`src/rtl/fetch_pkg.sv`:
```
// Shared types and constants for the instruction-fetch stage.
package fetch_pkg;
  typedef enum logic [1:0] {BOOT, RUN, FAULT} fetch_state_t;
  localparam logic [31:0] NOP_INSTR   = 32'h0000_0013;
  localparam int          INSTR_BYTES = 4;
endpackage

```
`src/rtl/fetch_ifid_reg.sv`:
```
// IF/ID pipeline register: load captures a new instruction, flush inserts a
// NOP bubble (and wins over hold), otherwise contents hold.
module fetch_ifid_reg
  import fetch_pkg::*;
#(
  parameter int ADDRESS_WIDTH = 32,
  parameter int DATA_WIDTH    = 32
) (
  input  logic                     clk,
  input  logic                     rst,
  input  logic                     load_i,
  input  logic                     flush_i,
  input  logic [DATA_WIDTH-1:0]    instr_i,
  input  logic [ADDRESS_WIDTH-1:0] pc_i,
  output logic                     valid_o,
  output logic [DATA_WIDTH-1:0]    instr_o,
  output logic [ADDRESS_WIDTH-1:0] pc_o,
  output logic [ADDRESS_WIDTH-1:0] pc_plus4_o
);
  logic                     valid_q, valid_d;
  logic [DATA_WIDTH-1:0]    instr_q, instr_d;
  logic [ADDRESS_WIDTH-1:0] pc_q, pc_d, pc_plus4_q, pc_plus4_d;

  always_comb begin
    valid_d    = valid_q;
    instr_d    = instr_q;
    pc_d       = pc_q;
    pc_plus4_d = pc_plus4_q;
    // A flushed slot keeps its stale PC; only valid/instr mark it as a bubble.
    if (flush_i) begin
      valid_d = 1'b0;
      instr_d = DATA_WIDTH'(NOP_INSTR);
    end else if (load_i) begin
      valid_d    = 1'b1;
      instr_d    = instr_i;
      pc_d       = pc_i;
      pc_plus4_d = pc_i + ADDRESS_WIDTH'(INSTR_BYTES);
    end
  end

  always_ff @(posedge clk) begin
    if (rst) begin
      valid_q    <= 1'b0;
      instr_q    <= DATA_WIDTH'(NOP_INSTR);
      pc_q       <= '0;
      pc_plus4_q <= ADDRESS_WIDTH'(INSTR_BYTES);
    end else begin
      valid_q    <= valid_d;
      instr_q    <= instr_d;
      pc_q       <= pc_d;
      pc_plus4_q <= pc_plus4_d;
    end
  end

  assign valid_o    = valid_q;
  assign instr_o    = instr_q;
  assign pc_o       = pc_q;
  assign pc_plus4_o = pc_plus4_q;
endmodule

```
`src/rtl/fetch_stage.sv`:
```
// Instruction-fetch stage: PC register, BOOT/RUN/FAULT control and IF/ID latch.
// Optional performance counters are built when FETCH_PERF_CNT_EN is defined.
module fetch_stage
  import fetch_pkg::*;
#(
  parameter int                         ADDRESS_WIDTH = 32,
  parameter int                         DATA_WIDTH    = 32,
  parameter logic [ADDRESS_WIDTH-1:0]   RESET_PC      = '0
) (
  input  logic                     clk,
  input  logic                     rst,
  output logic [ADDRESS_WIDTH-1:0] pc_o,
  input  logic [DATA_WIDTH-1:0]    instr_i,
  input  logic                     stall_i,
  input  logic                     redirect_i,
  input  logic [ADDRESS_WIDTH-1:0] redirect_target_i,
  output logic                     ifid_valid_o,
  output logic [DATA_WIDTH-1:0]    ifid_instr_o,
  output logic [ADDRESS_WIDTH-1:0] ifid_pc_o,
  output logic [ADDRESS_WIDTH-1:0] ifid_pc_plus4_o,
  output logic                     fault_o,
  output logic [ADDRESS_WIDTH-1:0] fault_addr_o,
  output logic [31:0]              perf_fetched_o,
  output logic [31:0]              perf_bubbles_o
);
  fetch_state_t             state_q, state_d;
  logic [ADDRESS_WIDTH-1:0] pc_q, pc_d, fault_addr_q, fault_addr_d;
  logic                     fault_q, fault_d;
  logic                     load, flush, tgt_aligned;

  assign tgt_aligned = (redirect_target_i[1:0] == 2'b00);

  always_comb begin
    state_d      = state_q;
    pc_d         = pc_q;
    fault_d      = fault_q;
    fault_addr_d = fault_addr_q;
    load         = 1'b0;
    flush        = 1'b0;
    unique case (state_q)
      BOOT: begin
        flush   = 1'b1;
        state_d = RUN;
      end
      RUN: begin
        if (redirect_i) begin
          flush = 1'b1;
          if (tgt_aligned) begin
            pc_d = redirect_target_i;
          end else begin
            state_d      = FAULT;
            fault_d      = 1'b1;
            fault_addr_d = redirect_target_i;
          end
        end else if (!stall_i) begin
          load = 1'b1;
          pc_d = pc_q + ADDRESS_WIDTH'(INSTR_BYTES);
        end
      end
      FAULT: begin
        // Stall is ignored here: the slot is a bubble every cycle.
        flush = 1'b1;
        if (redirect_i) begin
          if (tgt_aligned) begin
            pc_d    = redirect_target_i;
            fault_d = 1'b0;
            state_d = RUN;
          end else begin
            fault_addr_d = redirect_target_i;
          end
        end
      end
      default: state_d = BOOT;
    endcase
  end

  always_ff @(posedge clk) begin
    if (rst) begin
      state_q      <= BOOT;
      pc_q         <= RESET_PC;
      fault_q      <= 1'b0;
      fault_addr_q <= '0;
    end else begin
      state_q      <= state_d;
      pc_q         <= pc_d;
      fault_q      <= fault_d;
      fault_addr_q <= fault_addr_d;
    end
  end

  assign pc_o         = pc_q;
  assign fault_o      = fault_q;
  assign fault_addr_o = fault_addr_q;

  fetch_ifid_reg #(
    .ADDRESS_WIDTH(ADDRESS_WIDTH),
    .DATA_WIDTH   (DATA_WIDTH)
  ) u_ifid (
    .clk       (clk),
    .rst       (rst),
    .load_i    (load),
    .flush_i   (flush),
    .instr_i   (instr_i),
    .pc_i      (pc_q),
    .valid_o   (ifid_valid_o),
    .instr_o   (ifid_instr_o),
    .pc_o      (ifid_pc_o),
    .pc_plus4_o(ifid_pc_plus4_o)
  );

`ifdef FETCH_PERF_CNT_EN
  logic [31:0] fetched_q, fetched_d, bubbles_q, bubbles_d;

  always_comb begin
    fetched_d = fetched_q + {31'd0, load};
    bubbles_d = bubbles_q + {31'd0, flush};
  end

  always_ff @(posedge clk) begin
    if (rst) begin
      fetched_q <= '0;
      bubbles_q <= '0;
    end else begin
      fetched_q <= fetched_d;
      bubbles_q <= bubbles_d;
    end
  end

  assign perf_fetched_o = fetched_q;
  assign perf_bubbles_o = bubbles_q;
`else
  assign perf_fetched_o = '0;
  assign perf_bubbles_o = '0;
`endif
endmodule
```
`config.mk`:
```
export PLATFORM = sky130hd
export DESIGN_NAME = fetch_stage
export DESIGN_NICKNAME = d
export VERILOG_FILES = /design/src/rtl/fetch_pkg.sv /design/src/rtl/fetch_ifid_reg.sv /design/src/rtl/fetch_stage.sv
export SDC_FILE = /design/constraint.sdc
export NUM_CORES = 1
export LEC_CHECK = 0
export ABC_AREA = 1
export BUFFER_PORTS_ARGS = -buffer_cell sky130_fd_sc_hd__buf_2
export CAP_MARGIN = 20
export CORE_ASPECT_RATIO = 0.7
export CORE_MARGIN = 5
export CORE_UTILIZATION = 49
export DETAILED_ROUTE_END_ITERATION = 6
export PLACE_DENSITY = 0.76
export SETUP_SLACK_MARGIN = 0.15
export SKIP_CTS_REPAIR_TIMING = 1
export SLEW_MARGIN = 20
export SYNTH_ARGS = -nofsm -noshare
export SYNTH_HDL_FRONTEND = slang
export SYNTH_SLANG_ARGS = --single-unit
```
`constraint.sdc`:
```
create_clock -name clk -period 2.77 [get_ports clk]
set_clock_uncertainty 0.2 [all_clocks]
set_input_delay 0.1385 -clock clk [delete_from_list [all_inputs] [get_ports clk]]
set_output_delay 0.1385 -clock clk [all_outputs]
set_load 0.01 [all_outputs]
```
==> results of run 1 <==
[final timing paths]
path | endpoint | depth (start not counted)
setup reg to reg | pc_o[4] | 8
setup / recovery | pc_o[4] | 8
hold / removal | pc_o[0] | 4
hold reg to reg | fault_o | 2
[cells by family after synthesis]
kind of cell    Yosys count
buf+inv                 212
flops                   162
other cells               1
fa+ha+maj                 5
xor+xnor                  9
compound gates          229
simple gates            442
[cell type report]
| cell class | instances | share of cell area |
|---|---|---|
| well taps | 200 | 0.02545 |
| multi-input cells | 749 | 0.3562 |
| flip-flops and latches | 162 | 0.3298 |
| clock buffers | 18 | 0.04364 |
| inverters | 93 | 0.03588 |
| repair buffers | 307 | 0.1937 |
| clock inverters | 14 | 0.01540 |
[sequential cells by signal (all words and copies together) (netlist names)]
register and count:
fault_addr_o 32, fault_o 1, pc_o 32, state_q 2, u_ifid.instr_o 32, u_ifid.pc_o 32
u_ifid.pc_plus4_o 30, u_ifid.valid_o 1
[report_power, final]
part / internal [mW] / leakage [nW] / switching [mW]
registers: 2.67 / 1.31 / 0.350
logic: 0.802 / 2.98 / 1.45
clock network: 1.34 / 0.270 / 1.01
total: 4.81 / 4.57 / 2.82
[critical path: cells and delay by family (launching register included)]
family / cells / cell delay, ns
AND/OR/NAND/NOR: 1 / 0.24
flip-flops: 1 / 0.36
adder cells (fa/ha/maj): 1 / 0.26
buffers and inverters: 3 / 0.47
AO/OA/AOI/OAI: 3 / 0.75
[routing by layer]
| layer | vias to the layer above | part of all wire |
|---|---|---|
| li1 | 3826 | - |
| met1 | 3509 | 0.45 |
| met2 | 376 | 0.43 |
| met3 | 46 | 0.10 |
| met4 | 2 | 0.020 |
| met5 | - | 0.00046 |
[metrics by stage]
step	power [mW]	hold slack [ns]	cells	utilization
2_1_floorplan	4.492	0.06471	1123	-
3_3_place_gp	5.170	0.1571	1447	0.5606
3_5_place_dp	5.202	0.1639	1447	0.5606
4_1_cts	7.542	-0.2780	1479	0.5984
5_1_grt	8.037	0.002985	1543	0.6403
6_report	7.628	-0.05065	1543	0.6403
[synth_stat cells, drive strengths merged]
| library cell | n | area share |
|---|---|---|
| xnor2 | 3 | 0.0034 |
| nand3 | 69 | 0.045 |
| nand4 | 1 | 0.00082 |
| a211oi | 6 | 0.0059 |
| o21bai | 1 | 0.0025 |
| o21ai | 76 | 0.050 |
| o211ai | 22 | 0.034 |
| inv | 92 | 0.045 |
| xor2 | 6 | 0.0069 |
| a21oi | 122 | 0.081 |
| nand2 | 295 | 0.15 |
| dfxtp | 162 | 0.43 |
| ha | 5 | 0.0082 |
| o22ai | 2 | 0.0016 |
| nor2 | 74 | 0.038 |
| buf | 91 | 0.087 |
| clkinv | 1 | 0.00049 |
| nor3 | 3 | 0.0034 |
| conb | 1 | 0.00049 |
| clkbuf | 28 | 0.014 |
==> metrics.md, run 1 <==
| Metric | Value |
|---|---|
| Met2 Use GR | `0.3376` |
| Post-Route WL | `24110 um` |
| Worst skew pair latency | `0.42 ns` |
| Critical path's largest stage delay | `0.55 ns` |
| Die H | `114.4 um` |
| DR iter-0 viols | `863` |
| Hold slack | `-0.05065 ns` |
| Clk slew on worst S/H paths | `0.06 ns` |
| Mapped Cells | `1060` |
| Crit path from | `state_q[0]` |
| Multiplexer area fraction after synthesis | `0` |
| Final Setup Violations | `0` |
| Commonest cells after routing, fill and taps aside | `nand2_1 (294), buf_2 (229), dfxtp_1 (162)` |
| Storage cell area | `3243 um^2` |
| Post-Place Setup Slack | `0.3360 ns` |
| DRC violations left | `0` |
| Overflow after GRT | `0` |
| IO buf count | `229` |
| Least-Margin Pin Slew | `0.9873 ns` |
| Detail Placement HPWL | `17040 um` |
| CTS Buffer Depth | `2` |
| Rows | `38` |
| DRT antenna net count | `0` |
| RSZ-0062 raised after global routing | `no` |
| Vias in the first global route | `6545` |
| Synth cell types | `32` |
| First-pass GRT wire length | `35020 um` |
| CP Max Fanout | `20` |
| CP cell instances | `inv_1, ha_1, nor2_2, inv_2, a21oi_2, inv_1, o21ai_1, a21oi_1` |
| Max-cap violations | `0` |
| Met3 Use GR | `0.05865` |
| Synthesized area | `7625 um^2` |
| Flops & latches, synth | `162` |
| Synthesized area per cell | `7.193 um^2` |
| H-tree depth | `4` |
| Met1 usage | `0.3540` |
| Critical Path Slowest Stage Cell | `a21oi_2` |
| Xor/xnor cell area share of the yosys netlist | `0.01034` |
| Final Cycle Share | `0.8696` |
| DIE WIDTH | `159.1 um` |
| Initial antenna violation count | `1` |
| Routed WL per cell | `15.63 um` |
| Worst min-delay path class | `in2reg` |
| Fin worst setup slack | `0.3613 ns` |
| Largest family of logic cells by synthesized area | `simple AND/OR/NAND/NOR gates` |
| Worst EP arrival | `2.52 ns` |
| Compound-Gate Fraction of Synth Area | `0.1751` |
| Req. time, crit path | `2.88 ns` |
| YS warnings | `0` |
| Largest net degree at the start of global routing | `79` |
| Tmin final | `2.409 ns` |
| Filler cell count | `1329` |
| Crit end category | `flip-flop` |
| Area Overhead vs Synth | `28.96%` |
| Multi-input logic area | `3502 um^2` |
| R2r setup slk | `0.36 ns` |
| GRT Overall Usage | `0.2371` |
| GR peak layer | `met1` |
| Clk sink count | `162` |
| Slew Limit Fails | `0` |
| Post-Synth Adder-Cell Area | `0.008205` |
| DR pass1 iterations | `5` |
| # diodes | `0` |
| Die footprint | `18190 um^2` |
| Max-slew headroom | `0.3411` |
| Reg2reg start | `state_q[0]` |
| Gpl congestion | `0.9103` |
| Fin. Hold Viols | `2` |
| DR vias | `7759` |
| Power per cell area | `775.8 nW/um^2` |
| Hold path start | `redirect_i` |
| Share of cells above drive strength 1 | `0.2286` |
| Final instance area | `9833 um^2` |
| Starting density of the core | `0.4965` |
| Max IR drop VDD | `443.5 uV` |
| Vias per cell | `5.029` |
| FMAX | `415.2 MHz` |
| I/O pin total | `294` |
| Post-Route Setup TNS | `0 ns` |
| CP startpoint kind | `flip-flop` |
| Nets@finish | `1403` |
| DP Area | `8610 um^2` |
| CTS tree | `built` |
| Leak Pwr | `4.566 nW` |
| CTS Root Cell | `clkbuf_16` |
| CTS Buf Count | `17` |
| Outcome | `complete, but fails checks` |
| Violated checks | `hold timing` |
| Critical Path Most Common Cell | `inv_1` |
| Register area share after synthesis | `0.4253` |
| Core area | `15360 um^2` |
| CP Class | `reg2reg` |
| Commonest non-fill, non-tap cell in the layout | `nand2_1` |
| Simple-gate share of the synthesized area | `0.2338` |
Power figures use the tool's default switching activity.
==> run 2, diff against run 1 <==
--- a/config.mk
+++ b/config.mk
@@ -5,17 +5,17 @@
 export SDC_FILE = /design/constraint.sdc
 export NUM_CORES = 1
 export LEC_CHECK = 0
-export ABC_AREA = 1
 export BUFFER_PORTS_ARGS = -buffer_cell sky130_fd_sc_hd__buf_2
 export CAP_MARGIN = 20
 export CORE_ASPECT_RATIO = 0.7
 export CORE_MARGIN = 5
-export CORE_UTILIZATION = 49
+export CORE_UTILIZATION = 50
 export DETAILED_ROUTE_END_ITERATION = 6
-export PLACE_DENSITY = 0.76
+export PLACE_DENSITY = 0.77
 export SETUP_SLACK_MARGIN = 0.15
 export SKIP_CTS_REPAIR_TIMING = 1
 export SLEW_MARGIN = 20
 export SYNTH_ARGS = -nofsm -noshare
 export SYNTH_HDL_FRONTEND = slang
+export SYNTH_HIERARCHICAL = 1
 export SYNTH_SLANG_ARGS = --single-unit
==> run 2 against run 1 <==
Net effect:
- the flow finishes with violations (DRC, hold timing)
- power is 24% lower
- combinational power is 60% lower
- cell count is 4.9% lower
==> metrics.md, run 2 <==
| Metric | Value |
|---|---|
| Outcome | `complete, but fails checks` |
| Violated checks | `DRC, hold timing` |
| Flops & latches, synth | `162` |
| Die H | `114.4 um` |
| CTS Root Cell | `clkbuf_16` |
| Mapped Cells | `960` |
| Crit end category | `flip-flop` |
| Synth cell types | `69` |
| Post-Route WL | `25910 um` |
| DR pass1 iterations | `7` |
| Post-Place Setup Slack | `0.2419 ns` |
| Req. time, crit path | `2.88 ns` |
| Synth area leader | `dfxtp_1` |
| Cell count after placement | `1365` |
| Most frequent cell after synthesis | `nand2_1` |
| Clk slew on worst S/H paths | `0.06 ns` |
| CP startpoint kind | `flip-flop` |
| Least-Margin Pin Slew | `0.6348 ns` |
| CTS Buffer Depth | `2` |
| Clk sink count | `162` |
| Starting density of the core | `0.5057` |
| DR vias | `8181` |
| IO buf count | `229` |
| CP Max Fanout | `8` |
| Slew Limit Fails | `0` |
| Max-cap violations | `0` |
| Final instance area | `10290 um^2` |
| Multi-input logic area | `4009 um^2` |
| YS warnings | `6` |
| CTS Buf Count | `17` |
| Max-slew headroom | `0.5763` |
| Gpl congestion | `0.9295` |
| Worst EP arrival | `2.58 ns` |
| CP Class | `reg2reg` |
| Worst skew pair latency | `0.42 ns` |
| I/O pin total | `294` |
| DR iter-0 viols | `905` |
| Final Cycle Share | `0.8928` |
| Non-Filler Instances | `1467` |
| Ys flop type | `dfxtp_1` |
| Tot Pwr | `5.801 mW` |
| Fin worst setup slack | `0.2968 ns` |
| EDFF count, synth | `0` |
| Vias in the first global route | `7192` |
| Nets@finish | `1327` |
| Die footprint | `18220 um^2` |
| DP Area | `8987 um^2` |
| Largest cells by area after synthesis | `dfxtp_1 (42%), nand2_1 (8.3%), buf_4 (6.4%), a21oi_1 (6.0%), mux2i_1 (5.0%)` |
| Synth top area share | `0.4163` |
| RSZ-0062 raised after global routing | `yes` |
| CTS tree | `built` |
| Detail Placement HPWL | `17850 um` |
| Register area share after synthesis | `0.4163` |
| Worst min-delay path class | `in2reg` |
| H-tree depth | `4` |
| Vias per cell | `5.577` |
| Overflow after GRT | `0` |
| Initial antenna violation count | `1` |
| Rows | `38` |
| Area Overhead vs Synth | `32.12%` |
| Post-Route Setup TNS | `0 ns` |
| Synthesized area per cell | `8.115 um^2` |
| Commonest cells post-synth | `nand2_1 (172), dfxtp_1 (162), a21oi_1 (94)` |
| Max IR drop VDD | `425.4 uV` |
| Hold slack | `-0.01936 ns` |
| Commonest non-fill, non-tap cell in the layout | `buf_2` |
| Share of cells above drive strength 1 | `0.2559` |
| Final Setup Violations | `0` |
| Async set-reset flop share out of synthesis | `0` |
| Power per cell area | `563.7 nW/um^2` |
| Core area | `15400 um^2` |
| Commonest cells after routing, fill and taps aside | `buf_2 (228), nand2_1 (172), dfxtp_1 (162)` |
| First-pass GRT wire length | `38280 um` |
| Synthesized area | `7790 um^2` |
| DIE WIDTH | `159.2 um` |
| FMAX | `404.3 MHz` |
| Fin. Hold Viols | `1` |
| DRC violations left | `4` |
| Largest net degree at the start of global routing | `62` |
| DRT antenna net count | `0` |
| Tmin final | `2.473 ns` |
| Routed WL per cell | `17.66 um` |
| Filler cell count | `1292` |
| Storage cell area | `3243 um^2` |
| Leak Pwr | `4.306 nW` |
| GRT Overall Usage | `0.2551` |
## run 2: final cells by class
class                      instances  area share
clock buffer                      19     0.04303
multi-input combinational        723      0.3895
timing repair buffer             338      0.2091
clock inverter                    13     0.01471
sequential                       162      0.3151
inverter                          11    0.004012
antenna                            1   0.0002431
tap                              200     0.02431
## run 2: path summary, 6_finish.rpt
kind | slack, ns | start | endpoint | cells past startpoint
worst max-delay path | 0.30 | pc_o[2] | pc_o[24] | 7
worst min-delay path | -0.02 | redirect_i | fault_addr_o[1] | 3
worst max register to register | 0.30 | pc_o[2] | pc_o[24] | 7
worst min register to register | 0.25 | fault_addr_o[30] | fault_addr_o[30] | 2
## run 2: stage by stage
stage | utilization | hold WS [ns]
6_report | 0.6681 | -0.01936
5_1_grt | 0.6680 | 0.02581
4_1_cts | 0.6220 | -0.2779
3_5_place_dp | 0.5834 | 0.1636
3_3_place_gp | 0.5834 | 0.1634
2_1_floorplan | - | 0.05800
## run 2: kinds of logic (layout without fill, tap and decap cells)
family | count (synthesis) | after routing | synth area share
adder cells (fa/ha/maj) | 6 | 6 | 0.009637
AO/OA/AOI/OAI | 220 | 220 | 0.1701
flip-flops | 162 | 162 | 0.4163
XOR/XNOR | 12 | 12 | 0.01349
buffers and inverters | 138 | 381 | 0.1033
multiplexers | 40 | 40 | 0.05156
AND/OR/NAND/NOR | 381 | 381 | 0.2351
other | 1 | 65 | 0.0004814
## run 2: layer usage
| metal | vias to the layer above | wire [um] | track usage |
|---|---|---|---|
| li1 | 3845 | - | - |
| met1 | 3855 | 10860 | 0.3509 |
| met2 | 428 | 12020 | 0.3949 |
| met3 | 51 | 2543 | 0.07377 |
| met4 | 2 | 466 | 0.07102 |
| met5 | - | 13 | 0 |
## run 2: power by group
part	switching (mW)	internal [mW]
clock network	1.02	1.37
logic	0.547	0.352
registers	0.0938	2.42
## run 2: critical path, stage by stage (launching register included)
cell	delay, ns
dfxtp_1	0.47
buf_4	0.19
ha_1	0.20
nand4_2	0.19
or3_4	0.51
nor4_4	0.26
nor2_1	0.07
a211o_1	0.26
==> run 3, diff against run 2 <==
--- a/config.mk
+++ b/config.mk
@@ -5,13 +5,13 @@
 export SDC_FILE = /design/constraint.sdc
 export NUM_CORES = 1
 export LEC_CHECK = 0
-export BUFFER_PORTS_ARGS = -buffer_cell sky130_fd_sc_hd__buf_2
+export BUFFER_PORTS_ARGS = -buffer_cell sky130_fd_sc_hd__buf_4
 export CAP_MARGIN = 20
 export CORE_ASPECT_RATIO = 0.7
 export CORE_MARGIN = 5
-export CORE_UTILIZATION = 50
+export CORE_UTILIZATION = 25
 export DETAILED_ROUTE_END_ITERATION = 6
-export PLACE_DENSITY = 0.77
+export PLACE_DENSITY = 0.42
 export SETUP_SLACK_MARGIN = 0.15
 export SKIP_CTS_REPAIR_TIMING = 1
 export SLEW_MARGIN = 20
==> run 3 against run 2 <==
Net effect:
- the flow now finishes without violations
- cell count is 16% higher
- worst hold slack gained 0.040 ns
- flip-flop and latch count unchanged
- maximum frequency is 1.5% lower
- via count decreased by 3.6%
- non-clock buffer count rose by 16
- clock power grew 6%
- critical path depth fell by 3
- first-iteration DRC count is 54% lower
- highest routed layer is now met4
==> metrics.md, run 3 (synthesized netlist as in run 2, its figures left out) <==
| Metric | Value |
|---|---|
| Outcome | `complete, no violations` |
| Power per cell area | `537.2 nW/um^2` |
| Worst EP arrival | `2.68 ns` |
| Detail Placement HPWL | `22810 um` |
| DIE WIDTH | `221.0 um` |
| Hold slack | `0.02047 ns` |
| Levels on crit path | `4` |
| Max IR drop VDD | `349.4 uV` |
| Worst Path Buf+Inv | `0` |
| Max-cap violations | `0` |
| CP cell instances | `nand4_1, or4_1, or4_1, a31oi_1` |
| R2r setup slk | `0.26 ns` |
| Die footprint | `34850 um^2` |
| Least-Margin Pin Slew | `0.6567 ns` |
| R2r endpoint | `u_ifid/pc_plus4_o[31]` |
| CP startpoint kind | `flip-flop` |
| CTS Root Cell | `clkbuf_16` |
| CP Max Fanout | `9` |
| Routed WL per cell | `18.01 um` |
| Initial antenna violation count | `0` |
| DR pass1 iterations | `5` |
| Rows | `54` |
| Nets@finish | `1343` |
| GRT Overall Usage | `0.1674` |
| Leak Pwr | `4.453 nW` |
| DR iter-0 viols | `412` |
| Worst skew pair latency | `0.44 ns` |
| Critical Path Slowest Stage Cell | `or4_1` |
| CP delay by family, top | `simple AND/OR/NAND/NOR gates` |
| Share of cells above drive strength 1 | `0.2644` |
| Crit end category | `flip-flop` |
| Vias in the first global route | `7404` |
| Slew Limit Fails | `0` |
| CTS Buffer Depth | `2` |
| Tmin final | `2.511 ns` |
| Clk sink count | `162` |
| Post-Place Setup Slack | `0.07904 ns` |
| Gpl congestion | `0.8373` |
| Vias per cell | `4.635` |
| Commonest non-fill, non-tap cell in the layout | `buf_4` |
| Core area | `30940 um^2` |
| Fin. Hold Viols | `0` |
| # diodes | `0` |
| CTS tree | `built` |
| Largest net degree at the start of global routing | `60` |
| Starting density of the core | `0.2517` |
| Final core occ | `0.3653` |
| Hold path cells | `5` |
| DR vias | `7888` |
| CP Class | `reg2reg` |
| Critical path's largest stage delay | `0.71 ns` |
| Die H | `157.7 um` |
| I/O pin total | `294` |
| Worst Hold End | `pc_o[2]` |
| Worst R2R Path Depth | `4` |
| CTS Buf Count | `17` |
| Fin worst setup slack | `0.2590 ns` |
| FMAX | `398.2 MHz` |
| Max-slew headroom | `0.5617` |
| Worst min-delay path class | `in2reg` |
| RSZ-0062 raised after global routing | `no` |
| H-tree depth | `4` |
| DRT antenna net count | `0` |
| Critical Path Most Common Cell | `or4_1` |
| Commonest cells after routing, fill and taps aside | `buf_4 (281), nand2_1 (172), dfxtp_1 (161)` |
| First-pass GRT wire length | `45550 um` |
| Area Overhead vs Synth | `45.10%` |
| DRC violations left | `0` |
| Overflow after GRT | `0` |
| Clk slew on worst S/H paths | `0.07 ns` |
| Post-Route Setup TNS | `0 ns` |
| Req. time, crit path | `2.94 ns` |
| Final Cycle Share | `0.9065` |
| IO buf count | `229` |
| Final Setup Violations | `0` |
| Hold path start | `stall_i` |
| Reg2reg start | `pc_o[5]` |
| Post-Route WL | `30650 um` |
[run 3: cell count changes in the layout (fill, tap and decap cells not counted), sizes merged]
cell	delta
inv	-1
clkbuf	+2
bufinv	+1
buf	+16
clkinvlp	-2
diode	-1
[run 3: final cells by class]
type / count / area [um^2]
Clock buffer: 21 / 460.4
Fill cell: 3309 / 19640
Sequential cell: 162 / 3244
Inverter: 11 / 41.29
Tap cell: 420 / 525.5
Timing Repair Buffer: 354 / 2880
Clock inverter: 11 / 151.4
Multi-Input combinational cell: 723 / 4000
[run 3: power breakdown]
group          switching, mW  internal, mW
Sequential            0.0929          2.42
Clock                   1.07          1.47
Combinational          0.574         0.442
Total                   1.74          4.34
[run 3: worst reg2reg max path: cells and delay by family, from the launching register on]
family / cells / cell delay (ns)
AO/OA/AOI/OAI: 1 / 0.16
flip-flops: 1 / 0.57
AND/OR/NAND/NOR: 3 / 1.52
[run 3: through the flow]
step                cells  power, mW  area, um^2
finish               1702      6.072       11300
detailed placement   1597      3.499        9961
CTS                  1629      6.069       10570
global placement     1597      3.498        9961
floorplan            1023      3.098        8026
global route         1702      6.361       11300
[run 3: worst max-delay path by stage]
| stage | start | to | slack, ns |
|---|---|---|---|
| after global placement | pc_o[2] | u_ifid/pc_plus4_o[26] | 0.13 |
| after floorplan | pc_o[2] | u_ifid/pc_plus4_o[30] | 0.25 |
| after detailed placement | pc_o[2] | u_ifid/pc_plus4_o[28] | 0.08 |
| after CTS | pc_o[2] | u_ifid/pc_plus4_o[28] | 0.06 |
| final | pc_o[5] | u_ifid/pc_plus4_o[31] | 0.26 |
| after global routing | state_q[0] | u_ifid/pc_plus4_o[21] | 0.15 |
[run 3: per-layer routing]
| layer | GRT usage | up-vias | part of all wire |
|---|---|---|---|
| li1 | - | 3871 | - |
| met1 | 0.2396 | 3814 | 0.48 |
| met2 | 0.2525 | 177 | 0.46 |
| met3 | 0.04337 | 26 | 0.047 |
| met4 | 0.04191 | 0 | 0.014 |
| met5 | 0 | - | 0 |
